## src/rtl/iterative_shifter_pkg.sv

```systemverilog
// Shared types for the execute-stage shifter: op encoding and FSM state.
// The decoder and ALU also use this package.
package iterative_shifter_pkg;

  typedef enum logic [1:0] {
    SH_SLL = 2'b00,
    SH_SRL = 2'b01,
    SH_SRA = 2'b10,
    SH_ROR = 2'b11
  } shift_op_e;

  typedef enum logic [1:0] {
    ST_IDLE  = 2'b00,
    ST_SHIFT = 2'b01,
    ST_DONE  = 2'b10
  } shift_state_e;

endpackage

```

## src/rtl/iterative_shifter_if.sv

```systemverilog
// Request/response handshake bundle for the iterative shifter.
// The master side is the producer/consumer; the slave side is the shifter.
interface iterative_shifter_if
  import iterative_shifter_pkg::*;
#(
  parameter int WIDTH = 32
);
  localparam int SHW = $clog2(WIDTH);

  logic             in_valid;
  logic             in_ready;
  shift_op_e        in_op;
  logic [WIDTH-1:0] in_data;
  logic [SHW-1:0]   in_shamt;
  logic             out_valid;
  logic             out_ready;
  logic [WIDTH-1:0] out_data;

  modport master (
    output in_valid, in_op, in_data, in_shamt, out_ready,
    input  in_ready, out_valid, out_data
  );

  modport slave (
    input  in_valid, in_op, in_data, in_shamt, out_ready,
    output in_ready, out_valid, out_data
  );

endinterface

```

## src/rtl/iterative_shifter_shift_step.sv

```systemverilog
// Combinational shift of 0..STEP bits for one op; one pass of the iterative loop.
module shift_step
  import iterative_shifter_pkg::*;
#(
  parameter int WIDTH = 32,
  parameter int STEP  = 1,
  parameter int AW    = $clog2(STEP + 1)
) (
  input  shift_op_e        op,
  input  logic [AW-1:0]    amt,
  input  logic [WIDTH-1:0] data,
  output logic [WIDTH-1:0] result
);

  logic [2*WIDTH-1:0] rot_s;

  // Select the shifted word; rotation comes from the low half of the doubled operand
  always_comb begin
    rot_s  = {data, data} >> amt;
    result = data;
    case (op)
      SH_SLL:  result = data << amt;
      SH_SRL:  result = data >> amt;
      SH_SRA:  result = WIDTH'($signed(data) >>> amt);
      SH_ROR:  result = rot_s[WIDTH-1:0];
      default: result = data;
    endcase
  end

endmodule

```

## src/rtl/iterative_shifter.sv

```systemverilog
// Multi-cycle SLL/SRL/SRA/ROR unit: shifts up to STEP bits per cycle, one op in flight,
// valid/ready on both sides with registered handshake outputs.
module iterative_shifter
  import iterative_shifter_pkg::*;
#(
  parameter int WIDTH = 32,
  parameter int STEP  = 1
) (
  input  logic                clock,
  input  logic                reset_n,
  input  logic                flush,
  iterative_shifter_if.slave  bus
);

  localparam int SHW = $clog2(WIDTH);
  localparam int AW  = $clog2(STEP + 1);
  localparam logic [SHW-1:0] STEP_C = SHW'(STEP);

  shift_state_e     state_r;
  shift_op_e        op_r;
  logic [WIDTH-1:0] data_r;
  logic [SHW-1:0]   rem_r;
  logic             in_ready_r;
  logic             out_valid_r;

  logic [SHW-1:0]   amt_full_s;
  logic [AW-1:0]    amt_s;
  logic [WIDTH-1:0] step_data_s;

  // Bits to move this cycle: min(remaining, STEP)
  always_comb begin
    amt_full_s = STEP_C;
    if (rem_r < STEP_C) begin
      amt_full_s = rem_r;
    end else begin
      amt_full_s = STEP_C;
    end
  end

  assign amt_s = AW'(amt_full_s);

  shift_step #(
    .WIDTH (WIDTH),
    .STEP  (STEP),
    .AW    (AW)
  ) u_step (
    .op     (op_r),
    .amt    (amt_s),
    .data   (data_r),
    .result (step_data_s)
  );

  // FSM, operand register and remaining count; flush overrides every other event
  always_ff @(posedge clock or negedge reset_n) begin
    if (!reset_n) begin
      state_r     <= ST_IDLE;
      op_r        <= SH_SLL;
      data_r      <= '0;
      rem_r       <= '0;
      in_ready_r  <= 1'b1;
      out_valid_r <= 1'b0;
    end else if (flush) begin
      state_r     <= ST_IDLE;
      rem_r       <= '0;
      in_ready_r  <= 1'b1;
      out_valid_r <= 1'b0;
    end else begin
      case (state_r)
        ST_IDLE: begin
          if (bus.in_valid && in_ready_r) begin
            op_r       <= bus.in_op;
            data_r     <= bus.in_data;
            rem_r      <= bus.in_shamt;
            in_ready_r <= 1'b0;
            if (bus.in_shamt == '0) begin
              state_r     <= ST_DONE;
              out_valid_r <= 1'b1;
            end else begin
              state_r <= ST_SHIFT;
            end
          end
        end
        ST_SHIFT: begin
          data_r <= step_data_s;
          rem_r  <= rem_r - amt_full_s;
          if (rem_r == amt_full_s) begin
            state_r     <= ST_DONE;
            out_valid_r <= 1'b1;
          end
        end
        ST_DONE: begin
          if (bus.out_ready) begin
            state_r     <= ST_IDLE;
            out_valid_r <= 1'b0;
            in_ready_r  <= 1'b1;
          end
        end
        default: begin
          state_r     <= ST_IDLE;
          in_ready_r  <= 1'b1;
          out_valid_r <= 1'b0;
        end
      endcase
    end
  end

  assign bus.in_ready  = in_ready_r;
  assign bus.out_valid = out_valid_r;
  assign bus.out_data  = data_r;

endmodule

```

## src/flat_wrapper.sv

```systemverilog
// flat-port wrapper written by rule: the top's interface ports become plain ports
module iterative_shifter_flat import iterative_shifter_pkg::*;
#(
  parameter int WIDTH = 32,
  parameter int STEP  = 1
)
  (clock, reset_n, flush, bus_in_valid, bus_in_op, bus_in_data, bus_in_shamt, bus_out_ready, bus_in_ready, bus_out_valid, bus_out_data);
  iterative_shifter_if #(.WIDTH(WIDTH)) bus_i ();
  input  logic clock;
  input  logic reset_n;
  input  logic flush;
  input wire logic [$bits(bus_i.in_valid)-1:0] bus_in_valid;
  input wire logic [$bits(bus_i.in_op)-1:0] bus_in_op;
  input wire logic [$bits(bus_i.in_data)-1:0] bus_in_data;
  input wire logic [$bits(bus_i.in_shamt)-1:0] bus_in_shamt;
  input wire logic [$bits(bus_i.out_ready)-1:0] bus_out_ready;
  output wire logic [$bits(bus_i.in_ready)-1:0] bus_in_ready;
  output wire logic [$bits(bus_i.out_valid)-1:0] bus_out_valid;
  output wire logic [$bits(bus_i.out_data)-1:0] bus_out_data;
  assign bus_i.in_valid = bus_in_valid;
  assign bus_i.in_op = bus_in_op;
  assign bus_i.in_data = bus_in_data;
  assign bus_i.in_shamt = bus_in_shamt;
  assign bus_i.out_ready = bus_out_ready;
  assign bus_in_ready = bus_i.in_ready;
  assign bus_out_valid = bus_i.out_valid;
  assign bus_out_data = bus_i.out_data;
  iterative_shifter #(.WIDTH(WIDTH), .STEP(STEP)) u_core (.clock(clock), .reset_n(reset_n), .flush(flush), .bus(bus_i));
endmodule
```

## config.mk

```make
export PLATFORM = sky130hd
export DESIGN_NAME = iterative_shifter_flat
export DESIGN_NICKNAME = d
export VERILOG_FILES = /design/src/rtl/iterative_shifter_pkg.sv /design/src/rtl/iterative_shifter_if.sv /design/src/rtl/iterative_shifter_shift_step.sv /design/src/rtl/iterative_shifter.sv /design/src/flat_wrapper.sv
export SDC_FILE = /design/constraint.sdc
export NUM_CORES = 1
export LEC_CHECK = 0
export CAP_MARGIN = 20
export CORE_AREA = 2 2 100 102
export DETAILED_ROUTE_END_ITERATION = 12
export DIE_AREA = 0 0 102 104
export GPL_TIMING_DRIVEN = 0
export HOLD_SLACK_MARGIN = 0.15
export PLACE_DENSITY = 0.59
export SLEW_MARGIN = 20
export SYNTH_ARGS = -nofsm -noshare
export SYNTH_HDL_FRONTEND = slang
export SYNTH_SLANG_ARGS = --single-unit
```

## constraint.sdc

```tcl
create_clock -name clock -period 4.7 [get_ports clock]
set_input_delay 1.41 -clock clock [delete_from_list [all_inputs] [get_ports clock]]
set_output_delay 1.41 -clock clock [all_outputs]
set_load 0.02 [all_outputs]
```

==> results_dict.tcl <==
set metrics [dict create \
    clock_latency_ns 0.30 \
    dpl.cell_count 539 \
    async_reset_ff_share_pct 100 \
    drtAntennaViolNets 0 \
    first_pass_iters 4 \
    worstPathCellList "clkdlybuf4s50_1" \
    cp.arrival_ns 1.50 \
    fin_nets 458 \
    cpPeakStageDelay_ns 0.61 \
    cp_slowest_cell "clkdlybuf4s50_1" \
    num_vias 2965 \
    grt_max_degree 30 \
    status "finished, final reports clean" \
    max_freq_mhz 344 \
    crit_required_ns 3.29 \
    clockBufferDepth 2 \
    rsz0062_at_grt "no" \
    grt_pass1_wl_um 15300 \
    drv_slew 0 \
    finalHoldViolCount 0 \
    final_util_pct 40.3 \
    yosysUniqueCellTypes 44 \
    syn_avg_cell_area_um2 8.56 \
    rows 36 \
    fillCellCount 992 \
    grt_pass1_vias 2850 \
    regArea_um2 1080 \
    wl_per_cell_um 18.0 \
    slew_headroom_pct 61.3 \
    dp_hpwl_um 7020 \
    drive_above_1_share_pct 7.75 \
    synth_top_area_share_pct 37.4 \
    yosysSeqAreaShare_pct 38.4 \
    cpLargestDelayFamily "buffers and inverters" \
    hp-class "reg2reg" \
    synth_seq_cells 43 \
    holdBufCountCts 0 \
    worstSetupEndpointType "primary output" \
    chipWidth_um 102 \
    drc 0 \
    setup_viol 0 \
    netlist_area_um2 2810 \
    syn2layout_area_growth_pct 37.0 \
    diodes 0 \
    drt_iter0_drc 252 \
    syn-instance-count 328 \
    ys.flop_type "dfrtp_1" \
    grt-ovfl-total 0 \
    core-area_um2 9550 \
    power.density_nw_per_um2 599 \
    io_pins 78 \
    netlist_top_cells_area "dfrtp_1 37%, o22a_1 8.7%, mux2i_1 6.8%" \
    synth_edf_count 0 \
    fin_cells 546 \
    syn_nets 373 \
    crit_type "reg2out" \
    die_y_um 104 \
    start_kind "register" \
    leakage_uw 0.00151 \
    yosysWarnings 0 \
    hold-worst-slack_ns 0.570 \
    cts_htree_levels 2 \
    finalSetupTns_ns 0 \
    cp_max_fo 6 \
    worst_pin_slew_ns 0.580 \
    fin_crit_sh_pct 61.8 \
    synth_top_area_cell "dfrtp_1" \
    routabilityCongestion 0.831 \
    cts_buffers 5 \
    root_buffer "clkbuf_8" \
    grt_use_total_pct 18.2 \
    max_cap_viol_count 0 \
    die_area_um2 10600 \
    multi_input_area_um2 1580 \
    cts_resized 0 \
    cts_setup_buffers 0 \
    ir_drop_v 0.000288 \
    portBuffers 77 \
    finClkSkew_ns 0.00433 \
    antenna_found_initial 0 \
    start_util_pct 29.4 \
    wl_um 9840 \
    clk_pin_slew_worst_paths_ns 0.08 \
    worst-path-buf-inv 1 \
    min_period_ns 2.91 \
    cts_tree "yes" \
    cts_num_sinks 43 \
    viasPerCell 5.43 \
    post-place-ws_ns 1.52 \
    setup_slack_ns 1.79 \
]
==> worst paths after layout <==
path	startpoint	end	slack, ns	depth (start not counted)
min reg2reg	u_core.bus.out_data[3]	u_core.bus.out_data[3]	0.57	1
max	u_core.bus.in_ready	bus_in_ready	1.79	1
max reg2reg	u_core.state_r[0]	u_core.bus.out_data[24]	2.72	5
min	u_core.bus.out_data[3]	u_core.bus.out_data[3]	0.57	1
min in group asynchronous	reset_n	u_core.bus.out_data[29]	1.02	1
max in group asynchronous	reset_n	u_core.rem_r[4]	3.18	2
==> final cells by class <==
| class | instances | share of cell area, % |
|---|---|---|
| Sequential cell | 43 | 28.0 |
| Inverter | 3 | 0.293 |
| Tap cell | 133 | 4.33 |
| Clock buffer | 6 | 2.15 |
| Multi-Input combinational cell | 253 | 41.1 |
| Buffer | 29 | 3.61 |
| Clock inverter | 1 | 0.130 |
| Timing Repair Buffer | 78 | 20.4 |
==> report_power, final <==
part | internal (uW) | switching (uW)
Clock | 116 | 134
Sequential | 530 | 216
Combinational | 615 | 693
Total | 1260 | 1040
==> metal layers <==
metal / part of all wire [%] / vias up / global-route usage, %
li1: - / 1384 / -
met1: 46 / 1461 / 26.8
met2: 47 / 114 / 28.0
met3: 6.8 / 6 / 3.02
met4: 0.75 / 0 / 3.71
met5: 0 / - / 0
==> metrics by stage <==
step	power, uW	area [um2]
2_1_floorplan	1490	2810
3_3_place_gp	2040	3740
4_1_cts	2310	3850
3_5_place_dp	2050	3760
5_1_grt	2440	3850
6_report	2300	3850
==> cell usage after synthesis, types with 3 or more instances <==
cell type,n
nand2_1,48
dfrtp_1,42
nor2_1,38
a21oi_1,28
o22a_1,28
o22ai_1,20
mux2i_1,19
clkbuf_1,15
o21ai_0,12
a41oi_1,10
nor3_1,10
buf_2,9
o21a_1,5
a211oi_1,3
inv_1,3
nand2b_1,3
==> flip-flops by register name, summed over array words and instances, names as in the netlist <==
name                  flops
u_core.state_r            2
u_core.bus.out_valid      1
u_core.op_r               2
u_core.bus.in_ready       1
u_core.rem_r              5
u_core.bus.out_data      32
==> cell usage in the layout, fill, tap and decap left out, types with 5 or more instances in the layout <==
| cell type | n |
|---|---|
| a21oi_1 | 28 |
| a41oi_1 | 10 |
| buf_2 | 10 |
| clkbuf_1 | 15 |
| clkbuf_8 | 6 |
| clkdlybuf4s50_1 | 76 |
| dfrtp_1 | 42 |
| mux2i_1 | 19 |
| nand2_1 | 48 |
| nor2_1 | 38 |
| nor3_1 | 10 |
| o21a_1 | 5 |
| o21ai_0 | 12 |
| o22a_1 | 28 |
| o22ai_1 | 20 |
==> cell families after synthesis <==
| group | share of synthesized area, % |
|---|---|
| fa+ha+maj | 0.446 |
| buf+inv | 5.35 |
| simple gates | 18.5 |
| mux | 7.58 |
| compound gates | 29.7 |
| flops | 38.4 |
No activity file was read; power rests on OpenSTA's default activity.
